## src/rtl/deskew_ctrl.sv

```systemverilog
// deskew_ctrl: multi-lane deskew calibration controller.
// Measures each lane's alignment-marker arrival relative to the earliest
// lane. From that it derives per-lane delay selects that align every lane to
// the latest one. Selects are committed only after enough consecutive
// identical measurements.
`timescale 1ns/1ps
module deskew_ctrl #(
  parameter int LANES    = 4,
  parameter int MAX_DLY  = 3,
  parameter int SEL_W    = $clog2(MAX_DLY + 1),
  parameter int LOCK_CNT = 4
) (
  input  logic                   clk,
  input  logic                   rst_n,
  input  logic                   start,
  input  logic                   stop,
  input  logic [LANES-1:0]       marker,
  output logic [LANES*SEL_W-1:0] sel,
  output logic                   sel_upd,
  output logic                   locked,
  output logic                   busy,
  output logic                   meas_err
);

  localparam int MW = $clog2(LOCK_CNT + 1);
  localparam logic [SEL_W-1:0] MAX_K    = SEL_W'(MAX_DLY);
  localparam logic [MW-1:0]    LOCK_MAX = MW'(LOCK_CNT);

  typedef enum logic [1:0] {
    S_IDLE,
    S_WAIT,
    S_WIN,
    S_EVAL
  } state_t;

  state_t state, next_state;

  logic [SEL_W-1:0]       cnt;
  logic [SEL_W-1:0]       win_k;
  logic [LANES-1:0]       seen;
  logic                   dup;
  logic [LANES*SEL_W-1:0] off;
  logic [LANES*SEL_W-1:0] cand;
  logic [MW-1:0]          match;

  logic [SEL_W-1:0]       max_off;
  logic [LANES*SEL_W-1:0] dly;
  logic                   win_ok;
  logic [MW-1:0]          match_next;
  logic                   lock_hit;

  assign win_k = cnt + 1'b1;
  assign busy  = (state != S_IDLE);

  // State register; reset lands in IDLE.
  always_ff @(posedge clk or negedge rst_n) begin
    if (!rst_n) state <= S_IDLE;
    else        state <= next_state;
  end

  // Next-state logic; stop overrides everything, including start.
  always_comb begin
    next_state = state;
    if (stop) begin
      next_state = S_IDLE;
    end else begin
      case (state)
        S_IDLE: if (start)   next_state = S_WAIT;
        S_WAIT: if (|marker) next_state = S_WIN;
        S_WIN:  if (win_k == MAX_K) next_state = S_EVAL;
        S_EVAL: next_state = S_WAIT;
        default: next_state = S_IDLE;
      endcase
    end
  end

  // Window evaluation: delays toward the latest lane, validity and match count.
  always_comb begin
    max_off = '0;
    for (int i = 0; i < LANES; i++) begin
      if (off[i*SEL_W +: SEL_W] > max_off) max_off = off[i*SEL_W +: SEL_W];
    end
    dly = '0;
    for (int i = 0; i < LANES; i++) begin
      dly[i*SEL_W +: SEL_W] = max_off - off[i*SEL_W +: SEL_W];
    end
    win_ok = (&seen) && !dup;
    if (dly == cand) begin
      match_next = (match == LOCK_MAX) ? match : match + 1'b1;
    end else begin
      match_next = MW'(1);
    end
    lock_hit = (match_next == LOCK_MAX);
  end

  // Window capture, candidate tracking and registered output updates.
  always_ff @(posedge clk or negedge rst_n) begin
    if (!rst_n) begin
      cnt      <= '0;
      seen     <= '0;
      dup      <= 1'b0;
      off      <= '0;
      cand     <= '0;
      match    <= '0;
      sel      <= '0;
      sel_upd  <= 1'b0;
      locked   <= 1'b0;
      meas_err <= 1'b0;
    end else begin
      sel_upd  <= 1'b0;
      meas_err <= 1'b0;
      if (stop) begin
        locked <= 1'b0;
        match  <= '0;
        cnt    <= '0;
        seen   <= '0;
        dup    <= 1'b0;
        off    <= '0;
      end else begin
        case (state)
          S_WAIT: begin
            if (|marker) begin
              seen <= marker;
              dup  <= 1'b0;
              off  <= '0;
              cnt  <= '0;
            end
          end
          S_WIN: begin
            cnt <= win_k;
            for (int i = 0; i < LANES; i++) begin
              if (marker[i]) begin
                if (seen[i]) begin
                  dup <= 1'b1;
                end else begin
                  seen[i]                 <= 1'b1;
                  off[i*SEL_W +: SEL_W]   <= win_k;
                end
              end
            end
          end
          S_EVAL: begin
            if (!win_ok) begin
              meas_err <= 1'b1;
              match    <= '0;
              locked   <= 1'b0;
            end else if (locked) begin
              if (dly != sel) begin
                locked <= 1'b0;
                cand   <= dly;
                match  <= MW'(1);
              end
            end else begin
              cand  <= dly;
              match <= match_next;
              if (lock_hit) begin
                sel     <= dly;
                locked  <= 1'b1;
                sel_upd <= (dly != sel);
              end
            end
          end
          default: begin
          end
        endcase
      end
    end
  end

endmodule
```

## config.mk

```make
export PLATFORM = sky130hd
export DESIGN_NAME = deskew_ctrl
export DESIGN_NICKNAME = d
export VERILOG_FILES = /design/src/rtl/deskew_ctrl.sv
export SDC_FILE = /design/constraint.sdc
export NUM_CORES = 1
export LEC_CHECK = 0
export CAP_MARGIN = 20
export CORE_AREA = 2 2 70 88
export CTS_CLUSTER_DIAMETER = 60
export CTS_CLUSTER_SIZE = 28
export DETAILED_ROUTE_END_ITERATION = 16
export DIE_AREA = 0 0 72 90
export PLACE_DENSITY_LB_ADDON = 0.12
export SLEW_MARGIN = 40
export SYNTH_ARGS = -nofsm -noshare
export SYNTH_HDL_FRONTEND = slang
export SYNTH_SLANG_ARGS = --single-unit
```

## constraint.sdc

```tcl
create_clock -name clk -period 8.9 [get_ports clk]
set_clock_uncertainty 0.15 [all_clocks]
set_input_delay 0.89 -clock clk [delete_from_list [all_inputs] [get_ports clk]]
set_output_delay 0.89 -clock clk [all_outputs]
set_load 0.005 [all_outputs]
```

After elaboration in Yosys (flattened, before gate mapping)
Index checks and enable logic that the tools add are counted.
{ "word_totals": {"out_inout_bits": 12, "input_bits": 8, "register_bits": 39, "elab_cells": 135} }
{ "classes": {"n_eq_ne": 21, "order_cmp": 4, "add_sub_neg": 6, "n_bitwise": 2, "muxes": 64, "n_reduce_logical": 21} }
{ "ops": {"columns": ["op", "count"], "rows": [
  ["2-bit two-way mux", 18],
  ["3-bit != test (second input constant)", 11],
  ["8-bit two-way mux", 4],
  ["1-bit two-way mux", 28],
  ["4-bit AND reduction", 6],
  ["3-bit two-way mux", 7],
  ["8-bit case mux with 2 select lines", 1],
  ["3-bit AND reduction", 5],
  ["8-bit == test", 1],
  ["4-bit two-way mux", 2],
  ["8-bit != test", 1],
  ["2-bit case mux with 4 select lines", 1],
  ["4-bit case mux with 2 select lines", 1],
  ["2-bit subtractor", 4],
  ["2-bit == test (second input constant)", 3],
  ["3-bit == test (second input constant)", 2],
  ["2-bit > comparator", 3],
  ["5-bit AND reduction", 1],
  ["4-bit by 3-bit != test with 1-bit output (second input constant)", 1],
  ["2-bit case mux with 2 select lines", 1],
  ["2-bit AND reduction", 2],
  ["2-bit nonzero test", 2],
  ["4-bit OR reduction", 1],
  ["3-bit by 1-bit adder with 3-bit output (second input constant)", 1],
  ["10 further kinds", 11]
]} }

Depth between registers and ports, before layout
Gate-level depths: netlist (run 1).
{ "logic_depth": {"depth_word": 17, "mapped_depth": 24, "ltp_nobuf": 21} }

Worst setup path after synthesis (run 1)
Ideal clock, no wire load.
{ "synth_path": {"kind": "reg-to-reg", "from": "register off[2]", "to": "register sel[0]", "path_slack_ns": 3.756, "arrival_time_ns": 4.869, "n_path_buf": 2, "t_required_ns": 8.625, "setup_ns": 0.125, "period_less_slack_ns": 5.144, "path_stages_with_launch": 24, "cell_sequence": "dfrtp_1 buf_6 inv_1 ha_1 nor2b_1 o21ai_4 and3_2 buf_2 inv_1 ha_1 nand2b_4 and2_2 a31o_2 nand2_1 ha_1 nor2b_4 o21a_1 a221oi_1 and3_1 o2111ai_1 a2111oi_2 nand3_2 nor3_4 mux2_4"} }
{ "synth_via": {"elab_chain_cells": 11, "word_cells_on_any_way": 14, "classes_between": "add/sub: 4; order compare: 3; eq/ne: 2; mux: 4; reduce/logical: 1"} }
{ "synth_rtl": {"columns": ["element", "line_no", "rtl"], "rows": [
  ["from (decl)", "42", "logic [LANES*SEL_W-1:0] off;"],
  ["from (signal, indexed assignment)", "137", "off[i*SEL_W +: SEL_W] <= win_k;"],
  ["2-bit > comparator", "81", "if (off[i*SEL_W +: SEL_W] > max_off) max_off = off[i*SEL_W +: SEL_W];"],
  ["2-bit two-way mux", "81", null],
  ["2-bit > comparator", "81", null],
  ["2-bit two-way mux", "81", null],
  ["2-bit > comparator", "81", null],
  ["2-bit two-way mux", "81", null],
  ["2-bit subtractor", "85", "dly[i*SEL_W +: SEL_W] = max_off - off[i*SEL_W +: SEL_W];"],
  ["8-bit == test", "88", "if (dly == cand) begin"],
  ["3-bit two-way mux", "88", null],
  ["3-bit == test", "93", "lock_hit = (match_next == LOCK_MAX);"],
  ["5-bit AND reduction (no line)", null, null],
  ["to (signal assigned)", "157", "sel <= dly;"],
  ["to (decl)", "18", "output logic [LANES*SEL_W-1:0] sel,"]
]} }
Several ways; a longest one is shown, not always the timed one.
A chain may end at the register's enable or synchronous reset.

Worst setup path in the final report (run 1)
{ "layout_path": {"from": "register off[2]", "to": "register sel[5]"} }
The elaborated chain is that of the path after synthesis.

==> impl_results.md, run 1 <==
* Status: finished, final reports clean
* Cts hold-fix bufs at 0
* Cts bufs inserted at 5
* Crit path buffers/inverters at 2
* Post-DP HPWL at 6110 um
* R2r worst-path depth at 21
* Most used cell, CP: ha_1
* First-pass GRT wire length at 13600 um
* Area after DPL at 3460 um^2
* Antenna violations before repair at 0
* Fin Hold WS at 0.346 ns
* Worst setup path class: flip-flop to flip-flop
* DR iter-0 viols at 146
* Via-to-Cell Ratio at 6.46
* Gpl congestion at 0.929
* Worst vdd ir at 127 uV
* Nets@finish at 381
* Internal power at 355 uW
* GRT Resource Usage Total at 26.9%
* CTS resizes at 0
* Seq/Total Area, Yosys at 29.8%
* Post-CTS setup buffers at 0
* Ant. Diodes at 0
* IO Port Bufs at 19
* Fin crit period at 6.04 ns
* Vias at 2731
* Boundary Pins at 20
* Fin. max-slew vios at 0
* Origin of the critical flop-to-flop path: off[2]$_DFFE_PN0P_
* Synthesized flop and latch total at 39
* Crit path max-delay cell type: nor3_4
* Levels on crit path at 21
* CP cell instances: inv_1 -> ha_1 -> nor2b_1 -> o21ai_4 -> and3_2 -> inv_1 -> ha_1 -> nand2b_4 -> and2_2 -> a31o_2 -> nand2_1 -> ha_1 -> nand2_1 -> o21a_1 -> o31ai_2 -> a21oi_1 -> a21oi_1 -> nor4b_2 -> nand3_2 -> nor3_4 -> mux2_4
* DRC Markers at 0
* Synth Cell Area at 3270 um^2
* Largest net degree at the start of global routing at 40
* Setup TNS at 0 ns
* Part of the cycle the worst path needs at 67.9%
* F_max at 166 MHz
* Antenna viol nets, final at 0
* Flop2flop setup slack at 2.86 ns
* Die area at 6480 um^2
* Initial core utilization at 57.4%
* Layout cells sized above 1 at 16.0%
* Critical Path RT at 8.93 ns
* Row count at 31
* Pwr dens at 174 nW/um^2
* CTS root buf: clkbuf_8
* Clock slew at reported path FFs at 0.08 ns
* Seq pwr share at 35.3%
* DRT Pass-1 Iters at 4
* Least-Margin Pin Slew at 0.693 ns
* Total clock sinks at 39
* Final Hold Fails at 0
* Comb pwr share at 45.3%
* Delay-heaviest family, CP: simple AND/OR/NAND/NOR gates
* Core ar. at 5700 um^2
* Power, Total at 615 uW
* Final WL at 8170 um
* WL met3 at 397 um
* Clk buf depth at 2
* Met2 routed WL at 3950 um
* Die Y at 90 um
* Yosys warnings at 0
* Slew headroom at 53.8%
* Synth cell types at 76
* Die W at 72 um
* Total gr overflow at 0
* Max Cap Viol at 0
* Clock share of power at 19.4%
* Crit path DAT at 6.07 ns
* Endpoints failing setup at 0
* Wire per inst at 19.3 um
* EDFF count, synth at 0
* Async S/R FF share, synth at 100%
* Fin area at 3540 um^2
* Clock Latency Late Sink at 0.30 ns
* CP endpoint: sel[5]$_DFFE_PN0P_
* Max layer used: met4
* Crit-path max FO at 16
* TritonCTS clock tree: built
* Worst Hold Class: flip-flop to flip-flop
* RSZ-0062 raised after global routing: false
* Sw frac at 42.3%
* Net Sw Power at 260 uW
* Leakage Power at 1.51 nW
* Ys flop type: dfrtp_1
* Area growth, synth to finish at 8.34%
* Vias in the first global route at 2704
* Total nets after synthesis at 365
* Critical Path Start Type: flip-flop
* Synthesized netlist cell count at 340
* H-tree levels at 2
* Filler cell count at 491
* RR Endpoint: sel[5]$_DFFE_PN0P_
* CP Capture Type: flip-flop
* Max stage delay on crit path at 0.56 ns
* Post-Syn Area per Cell at 9.62 um^2
* Critical Path Source: off[2]$_DFFE_PN0P_
* Met1 WL at 3500 um
cell families after synthesis:
kind of cell / after synthesis / synth area share, %
AOI/OAI and AO/OA: 110 / 25.8
xor gates and xnor gates: 17 / 5.24
DFF: 39 / 29.8
buffers and inverters: 37 / 5.70
muxes: 21 / 8.68
and+or+nand+nor: 99 / 18.2
adders and majority gates: 17 / 6.50
synthesized netlist by cell type (3+ instances only):
library cell / count / area (um^2)
dfrtp_1: 39 / 976
inv_1: 24 / 90.1
nand2_1: 24 / 90.1
o21ai_0: 22 / 110
ha_1: 17 / 213
a21oi_1: 15 / 75.1
a22o_1: 14 / 123
mux2_4: 14 / 210
nand3_1: 10 / 50.1
nor2_1: 10 / 37.5
nor3_1: 10 / 50.1
xnor2_1: 9 / 78.8
a22oi_1: 7 / 52.6
and2_1: 6 / 37.5
mux2i_1: 6 / 60.1
nor2b_1: 6 / 37.5
o211ai_1: 6 / 45.0
xor2_1: 6 / 52.6
and3_1: 5 / 31.3
a21boi_0: 4 / 30.0
o22ai_1: 4 / 25.0
clkbuf_1: 3 / 11.3
clkbuf_8: 3 / 41.3
nand4_1: 3 / 18.8
nor4_1: 3 / 18.8
o2111ai_1: 3 / 26.3
o31ai_1: 3 / 22.5
worst min-delay path by stage:
stage	from	to	slack, ns	depth (start not counted)
2_1_floorplan	cnt[1]$_DFFE_PN0P_	cnt[1]$_DFFE_PN0P_	0.30	1
3_3_place_gp	cnt[1]$_DFFE_PN0P_	cnt[1]$_DFFE_PN0P_	0.31	1
6_report	cnt[1]$_DFFE_PN0P_	cnt[1]$_DFFE_PN0P_	0.35	1
3_5_place_dp	cnt[1]$_DFFE_PN0P_	cnt[1]$_DFFE_PN0P_	0.33	1
4_1_cts	cnt[1]$_DFFE_PN0P_	cnt[1]$_DFFE_PN0P_	0.35	1
5_1_grt	cnt[1]$_DFFE_PN0P_	cnt[1]$_DFFE_PN0P_	0.37	1
power groups by stage:
stage,combinational [mW],clock (mW),sequential [mW]
floorplan,0.222,0,0.209
global placement,0.271,0,0.220
detailed placement,0.274,0,0.220
CTS,0.276,0.120,0.216
global route,0.310,0.129,0.219
finish,0.279,0.119,0.217
layout make-up:
class	instances	area [um^2]	share of cell area, %
clock buffers	5	68.8	1.94
clock inverters	3	15.0	0.424
inverters	27	101	2.86
multi-input cells	264	2110	59.6
flip-flops and latches	39	976	27.5
well taps	66	82.6	2.33
repair buffers	19	188	5.30
sequential cells by signal (all words and copies together) (netlist names):
name,cells
dup,1
seen,4
cand,8
sel_upd,1
sel,8
off,8
state,2
locked,1
meas_err,1
match,3
cnt,2
worst reg2reg max path, cell delays in order (launching register included):
cell and delay (ns):
dfrtp_1 0.54, inv_1 0.17, ha_1 0.32, nor2b_1 0.16
o21ai_4 0.23, and3_2 0.30, inv_1 0.10, ha_1 0.33
nand2b_4 0.08, and2_2 0.23, a31o_2 0.27, nand2_1 0.10
ha_1 0.24, nand2_1 0.15, o21a_1 0.53, o31ai_2 0.12
a21oi_1 0.34, a21oi_1 0.14, nor4b_2 0.32, nand3_2 0.20
nor3_4 0.56, mux2_4 0.35
placed cells by master, fill, tap and decap left out, drive strengths merged, types with 3 or more instances in the layout:
cell            n
dfrtp          39
o31ai           4
mux2i           7
nand3          11
nor4            4
nand2          25
nor2           11
xor2            6
o2111ai         3
mux2           14
nand2b          3
nor2b           9
a22oi           7
a21oi          17
o22ai           4
nand4           4
a22o           15
clkdlybuf4s50  18
nor3           11
clkbuf          5
xnor2          10
clkinv          5
ha             17
o21ai          26
a21boi          5
o211ai          8
and2            7
and3            6
inv            25
through the flow:
step	cells	setup slack (ns)	util, %
after floorplan	340	3.76	-
after global placement	415	2.90	60.6
after detailed placement	415	2.94	60.7
after CTS	423	2.90	62.1
after global routing	423	2.42	62.1
final	423	2.86	62.1
routing by layer:
| layer | global-route usage (%) | vias to the layer above |
|---|---|---|
| met3 | 3.14 | 27 |
| met1 | 34.8 | 1312 |
| met5 | 0 | - |
| met2 | 43.0 | 99 |
| li1 | - | 1293 |
| met4 | 15.4 | 0 |
(Power assumes the default switching activity.)
==> run 2, diff against run 1 <==
==> constraint.sdc (replaced) <==
create_clock -name clk -period 6.19 [get_ports clk]
set_clock_uncertainty 0.15 [all_clocks]
set_input_delay 0.619 -clock clk [delete_from_list [all_inputs] [get_ports clk]]
set_output_delay 0.619 -clock clk [all_outputs]
set_load 0.005 [all_outputs]
==> run 2 against run 1 <==
Net effect: sequential share of layout area shrank 0.68 points; utilization rose by 1.6 points; combinational power is 48% higher; final cell count increased by 1.2%; clock-buffer cell count unchanged; register-to-register slack lost 2.5 ns; wire length grew 0.88%; critical endpoint is now sel[3]$_DFFE_PN0P_.
==> impl_results.md, run 2 (synthesis gave the netlist of run 1 again) <==
* Status: finished, final reports clean (unchanged)
* Largest net degree at the start of global routing at 40 (unchanged)
* Crit path DAT at 5.83 ns (was 6.07 ns)
* Commonest non-fill, non-tap cells in the layout: dfrtp_1 (39), inv_1 (24), nand2_1 (24), o21ai_0 (22), clkdlybuf4s50_1 (18) (unchanged)
* CP Capture Type: flip-flop (unchanged)
* Crit path max-delay cell type: o21a_1 (was nor3_4)
* Initial core utilization at 57.4% (unchanged)
* Antenna viol nets, final at 0 (unchanged)
* H-tree levels at 2 (unchanged)
* DRC Markers at 0 (unchanged)
* Endpoints failing setup at 0 (unchanged)
* Clk buf depth at 2 (unchanged)
* DR iter-0 viols at 149 (was 146)
* Die Y at 90 um (unchanged)
* RSZ-0062 raised after global routing: false (unchanged)
* Cts bufs inserted at 5 (unchanged)
* Pwr dens at 269 nW/um^2 (was 174 nW/um^2)
* Max stage delay on crit path at 0.57 ns (was 0.56 ns)
* Non-filler cells, final at 428 (was 423)
* Fin. max-slew vios at 0 (unchanged)
* Critical Path Source: off[2]$_DFFE_PN0P_ (unchanged)
* Clock slew at reported path FFs at 0.09 ns (was 0.08 ns)
* Most common cell after layout, fill and taps aside: dfrtp_1 (unchanged)
* First-pass GRT wire length at 13900 um (was 13600 um)
* Total clock sinks at 39 (unchanged)
* Post-DP HPWL at 6260 um (was 6110 um)
* PnR worst setup slack at 0.389 ns (was 2.86 ns)
* Worst vdd ir at 216 uV (was 127 uV)
* Worst setup path class: flip-flop to flip-flop (unchanged)
* Origin of the critical flop-to-flop path: off[2]$_DFFE_PN0P_ (unchanged)
* Leakage Power at 1.55 nW (was 1.51 nW)
* Slew headroom at 52.6% (was 53.8%)
* DRT Pass-1 Iters at 5 (was 4)
* Via-to-Cell Ratio at 6.43 (was 6.46)
* Critical Path RT at 6.22 ns (was 8.93 ns)
* Crit-path max FO at 16 (unchanged)
* GRT Resource Usage Total at 27.6% (was 26.9%)
* Antenna violations before repair at 0 (unchanged)
* Filler cell count at 500 (was 491)
* Max Cap Viol at 0 (unchanged)
* CTS resizes at 0 (unchanged)
* Setup TNS at 0 ns (unchanged)
* TritonCTS clock tree: built (unchanged)
* Die area at 6480 um^2 (unchanged)
* Vias at 2751 (was 2731)
* Total gr overflow at 0 (unchanged)
* Wire per inst at 19.3 um (about the same)
* Core ar. at 5700 um^2 (unchanged)
* Post-CTS setup buffers at 0 (unchanged)
* Die W at 72 um (unchanged)
* Boundary Pins at 20 (unchanged)
* Leading registers by flop count: cand x8, off x8, sel x8 (unchanged)
* Clock Latency Late Sink at 0.30 ns (about the same)
* Ant. Diodes at 0 (unchanged)
* F_max at 172 MHz (was 166 MHz)
* Critical Path Start Type: flip-flop (unchanged)
* Dpl ws at 0.264 ns (was 2.94 ns)
* Area growth, synth to finish at 11.1% (was 8.34%)
* Final Hold Fails at 0 (unchanged)
* Layout cells sized above 1 at 17.1% (was 16.0%)
* Final WL at 8240 um (was 8170 um)
* Most used cell, CP: ha_1 (unchanged)
* CP cell instances: inv_1 -> ha_1 -> nor2b_1 -> o21ai_4 -> and3_2 -> inv_1 -> ha_1 -> nand2b_4 -> and2_2 -> a31o_2 -> nand2_1 -> ha_1 -> nand2_1 -> o21a_1 -> o31ai_2 -> a21oi_1 -> a21oi_1 -> nor4b_2 -> nand3_2 -> nor3_4 -> buf_4 -> mux2_4 (was inv_1 -> ha_1 -> nor2b_1 -> o21ai_4 -> and3_2 -> inv_1 -> ha_1 -> nand2b_4 -> and2_2 -> a31o_2 -> nand2_1 -> ha_1 -> nand2_1 -> o21a_1 -> o31ai_2 -> a21oi_1 -> a21oi_1 -> nor4b_2 -> nand3_2 -> nor3_4 -> mux2_4)
* Fin crit period at 5.80 ns (was 6.04 ns)
* Cts hold-fix bufs at 0 (unchanged)
* Nets@finish at 386 (was 381)
* Gpl congestion at 0.995 (was 0.929)
* IO Port Bufs at 19 (unchanged)
* Vias in the first global route at 2760 (was 2704)
* Row count at 31 (unchanged)
* Least-Margin Pin Slew at 0.705 ns (was 0.693 ns)
* Part of the cycle the worst path needs at 93.7% (was 67.9%)
* Placed cells at 420 (was 415)
* CTS root buf: clkbuf_8 (unchanged)
* Worst Hold Class: primary input to async pin (was flip-flop to flip-flop)
[run 2: changes by cell type in the layout (fill, tap and decap cells not counted), sizes merged]
| cell | delta |
|---|---|
| bufinv | +2 |
| buf | +5 |
| clkinv | -3 |
| clkinvlp | +1 |
[run 2: worst max-delay path, delay by kind of cell (launching register included)]
| kind | cells | cell delay [ns] |
|---|---|---|
| simple gates | 9 | 1.70 |
| compound gates | 6 | 1.57 |
| fa+ha+maj | 3 | 0.89 |
| flops | 1 | 0.55 |
| buf+inv | 3 | 0.50 |
| mux | 1 | 0.32 |
[run 2: final timing paths]
| check | cells after the start | slack [ns] | endpoint |
|---|---|---|---|
| max reg2reg | 22 | 0.39 | sel[3]$_DFFE_PN0P_ |
| max in group asynchronous | 1 | 5.41 | sel[4]$_DFFE_PN0P_ |
| max | 22 | 0.39 | sel[3]$_DFFE_PN0P_ |
| min in group clk | 1 | 0.35 | cnt[1]$_DFFE_PN0P_ |
| min reg2reg | 1 | 0.35 | cnt[1]$_DFFE_PN0P_ |
| min | 1 | 0.12 | seen[0]$_DFFE_PN0P_ |
[run 2: layer usage]
| layer | wire (um) | track usage (%) |
|---|---|---|
| met1 | 3540 | 35.8 |
| met2 | 4040 | 44.1 |
| met3 | 285 | 2.91 |
| met4 | 373 | 15.4 |
| met5 | 0 | 0 |
[run 2: final cells by class]
class | count | area [um^2] | area share [%]
multi-input cells | 264 | 2110 | 58.1
flip-flops and latches | 39 | 976 | 26.9
well taps | 66 | 82.6 | 2.27
clock buffers | 5 | 68.8 | 1.89
repair buffers | 24 | 225 | 6.20
clock inverters | 3 | 67.6 | 1.86
inverters | 27 | 101 | 2.79
[run 2: where the power goes]
part	switching [mW]	internal [mW]	leakage (nW)
clock	0.0965	0.161	0.0644
sequential	0.0264	0.279	0.525
combinational	0.255	0.158	0.964
total	0.378	0.598	1.55
[run 2: stage by stage]
| stage | util (%) | instance area, um^2 | hold WS, ns | power [mW] |
|---|---|---|---|---|
| after floorplan | - | 3270 | 0.173 | 0.620 |
| after global placement | 61.2 | 3490 | 0.316 | 0.713 |
| after detailed placement | 61.3 | 3490 | 0.330 | 0.715 |
| after CTS | 63.7 | 3630 | 0.147 | 0.974 |
| after global routing | 63.7 | 3630 | 0.179 | 1.04 |
| final | 63.7 | 3630 | 0.124 | 0.976 |
==> run 3, diff against run 2 <==
--- a/config.mk
+++ b/config.mk
@@ -11,7 +11,8 @@
 export CTS_CLUSTER_SIZE = 28
 export DETAILED_ROUTE_END_ITERATION = 16
 export DIE_AREA = 0 0 72 90
-export PLACE_DENSITY_LB_ADDON = 0.12
+export DONT_BUFFER_PORTS = 1
+export PLACE_DENSITY = 0.74
 export SLEW_MARGIN = 40
 export SYNTH_ARGS = -nofsm -noshare
 export SYNTH_HDL_FRONTEND = slang
==> run 3 against run 2 <==
Net effect: the run now ends with hold timing left; die area did not move; clock power shrank 35%; largest power group unchanged; worst setup slack got worse by 0.0036 ns; wire length shrank 5.0%; critical endpoint is now sel[5]$_DFFE_PN0P_.
==> impl_results.md, run 3 (synthesis gave the netlist of run 1 again) <==
* Met2 routed WL at 3920 um (was 4040 um)
* Initial core utilization at 57.4% (unchanged)
* CP endpoint: sel[5]$_DFFE_PN0P_ (was sel[3]$_DFFE_PN0P_)
* Leading registers by flop count: cand x8, off x8, sel x8 (unchanged)
* Non-filler cells, final at 409 (was 428)
* Critical Path Start Type: flip-flop (unchanged)
* Worst vdd ir at 253 uV (was 216 uV)
* Crit path DAT at 5.83 ns (about the same)
* Commonest non-fill, non-tap cells in the layout: dfrtp_1 (39), inv_1 (24), nand2_1 (24), o21ai_0 (22), ha_1 (17) (was dfrtp_1 (39), inv_1 (24), nand2_1 (24), o21ai_0 (22), clkdlybuf4s50_1 (18))
* Nets@finish at 367 (was 386)
* Vias in the first global route at 2723 (was 2760)
* Die Y at 90 um (unchanged)
* WL met3 at 555 um (was 285 um)
* Final Hold Fails at 1 (was 0)
* Max stage delay on crit path at 0.55 ns (was 0.57 ns)
* Cts bufs inserted at 5 (unchanged)
* Area growth, synth to finish at 4.05% (was 11.1%)
* Max layer used: met4 (unchanged)
* Delay-heaviest family, CP: simple AND/OR/NAND/NOR gates (unchanged)
* Leakage Power at 1.47 nW (was 1.55 nW)
* Setup TNS at 0 ns (unchanged)
* Pwr dens at 254 nW/um^2 (was 269 nW/um^2)
* Vias at 2668 (was 2751)
* DRT Pass-1 Iters at 4 (was 5)
* Part of the cycle the worst path needs at 93.8% (was 93.7%)
* Total gr overflow at 0 (unchanged)
* IO Port Bufs at 0 (was 19)
* Total clock sinks at 39 (unchanged)
* Most common cell after layout, fill and taps aside: dfrtp_1 (unchanged)
* Most used cell, CP: ha_1 (unchanged)
* Endpoints failing setup at 0 (unchanged)
* Die area at 6480 um^2 (unchanged)
* R2r worst-path depth at 22 (unchanged)
* Origin of the critical flop-to-flop path: off[2]$_DFFE_PN0P_ (unchanged)
* Max Cap Viol at 0 (unchanged)
* Critical Path RT at 6.22 ns (about the same)
* Boundary Pins at 20 (unchanged)
* F_max at 172 MHz (about the same)
* Status: finished with violations (was finished, final reports clean)
* Clock Latency Late Sink at 0.29 ns (was 0.30 ns)
* First-pass GRT wire length at 13300 um (was 13900 um)
* CP cell instances: inv_1 -> ha_1 -> nor2b_1 -> o21ai_4 -> and3_2 -> inv_1 -> ha_1 -> nand2b_4 -> and2_2 -> a31o_2 -> nand2_1 -> ha_1 -> nand2_1 -> o21a_1 -> o31ai_2 -> a21oi_1 -> a21oi_1 -> nor4b_2 -> nand3_2 -> nor3_4 -> buf_4 -> mux2_4 (unchanged)
* Slew headroom at 56.2% (was 52.6%)
* Worst setup path class: flip-flop to flip-flop (unchanged)
* Crit-path max FO at 16 (unchanged)
* Wire per inst at 19.1 um (was 19.3 um)
* Crit path max-delay cell type: o21a_1 (unchanged)
* Critical Path Source: off[2]$_DFFE_PN0P_ (unchanged)
* RSZ-0062 raised after global routing: false (unchanged)
* Clock slew at reported path FFs at 0.08 ns (was 0.09 ns)
* Clk buf depth at 2 (unchanged)
* Post-DP HPWL at 5900 um (was 6260 um)
* Ant. Diodes at 0 (unchanged)
* DRC Markers at 0 (unchanged)
* Final WL at 7830 um (was 8240 um)
* Levels on crit path at 22 (unchanged)
* Crit path buffers/inverters at 3 (unchanged)
* Met1 WL at 3090 um (was 3540 um)
* Placed cells at 400 (was 420)
* Core ar. at 5700 um^2 (unchanged)
* DR iter-0 viols at 292 (was 149)
* GRT Resource Usage Total at 26.2% (was 27.6%)
* Gpl congestion at 0.924 (was 0.995)
* Antenna violations before repair at 0 (unchanged)
* Worst Hold Class: primary input to async pin (unchanged)
* Flop2flop setup slack at 0.39 ns (about the same)
* Fin Hold WS at -0.00175 ns (was 0.124 ns)
* Fin crit period at 5.80 ns (about the same)
* TritonCTS clock tree: built (unchanged)
* CTS root buf: clkbuf_8 (unchanged)
* Row count at 31 (unchanged)
* Layout cells sized above 1 at 17.2% (was 17.1%)
* Failing checks: hold timing
* Die W at 72 um (unchanged)
* Least-Margin Pin Slew at 0.652 ns (was 0.705 ns)
* Fin. max-slew vios at 0 (unchanged)
* Antenna viol nets, final at 0 (unchanged)
* RR Endpoint: sel[5]$_DFFE_PN0P_ (was sel[3]$_DFFE_PN0P_)
* Largest net degree at the start of global routing at 40 (unchanged)
* CP Capture Type: flip-flop (unchanged)
* Via-to-Cell Ratio at 6.52 (was 6.43)
* H-tree levels at 2 (unchanged)
[run 3: routing by layer]
layer / GRT usage (%) / up-vias
met5: 0 / -
met4: 12.3 / 0
met3: 5.49 / 28
met2: 43.3 / 110
met1: 32.1 / 1264
li1: - / 1266
[run 3: per-stage QoR]
stage / power [mW] / util, % / hold slack, ns / area (um^2) / worst slack [ns]
after global routing: 0.924 / 59.7 / 0.00934 / 3400 / 0.0350
after floorplan: 0.620 / - / 0.173 / 3270 / 1.05
final: 0.865 / 59.7 / -0.00175 / 3400 / 0.385
after CTS: 0.865 / 59.7 / 0.0213 / 3400 / 0.422
after global placement: 0.685 / 57.8 / 0.175 / 3300 / 0.396
after detailed placement: 0.691 / 57.9 / 0.175 / 3300 / 0.428
[run 3: power by group]
part / switching [mW] / internal, mW / total [mW]
Clock: 0.0875 / 0.0791 / 0.167
Sequential: 0.0254 / 0.279 / 0.304
Combinational: 0.247 / 0.147 / 0.394
Total: 0.360 / 0.505 / 0.865
[run 3: worst register-to-register path, stage by stage, from the launching register on]
cell and delay [ns]:
dfrtp_1 0.38, inv_1 0.18, ha_1 0.29, nor2b_1 0.17, o21ai_4 0.24, and3_2 0.29
inv_1 0.11, ha_1 0.33, nand2b_4 0.07, and2_2 0.24, a31o_2 0.27, nand2_1 0.10
ha_1 0.23, nand2_1 0.14, o21a_1 0.55, o31ai_2 0.14, a21oi_1 0.35, a21oi_1 0.14
nor4b_2 0.35, nand3_2 0.23, nor3_4 0.20, buf_4 0.23, mux2_4 0.32
[run 3: how the worst min path moves through the flow]
stage / start / slack [ns] / cells past startpoint / end
finish: rst_n / -0.002 / 1 / sel[7]$_DFFE_PN0P_
global route: rst_n / 0.009 / 1 / sel[7]$_DFFE_PN0P_
CTS: rst_n / 0.02 / 1 / sel[7]$_DFFE_PN0P_
detailed placement: rst_n / 0.17 / 0 / sel[7]$_DFFE_PN0P_
global placement: rst_n / 0.17 / 0 / sel[7]$_DFFE_PN0P_
floorplan: rst_n / 0.17 / 0 / cand[0]$_DFFE_PN0P_
[run 3: timing repair]
item / CTS / global route
setup buffers: 0 / 0
hold buffers: 1 / 0
resized for setup: 0 / 0
hold endpoints to repair: 39 / 0
[run 3: area by class of cell]
| cell class | count | area, um^2 |
|---|---|---|
| clock buffer | 7 | 76.3 |
| clock inverter | 1 | 5.00 |
| fill | 496 | 2300 |
| inverter | 27 | 101 |
| multi-input combinational | 264 | 2110 |
| sequential | 39 | 976 |
| tap | 66 | 82.6 |
| timing repair buffer | 5 | 50.0 |
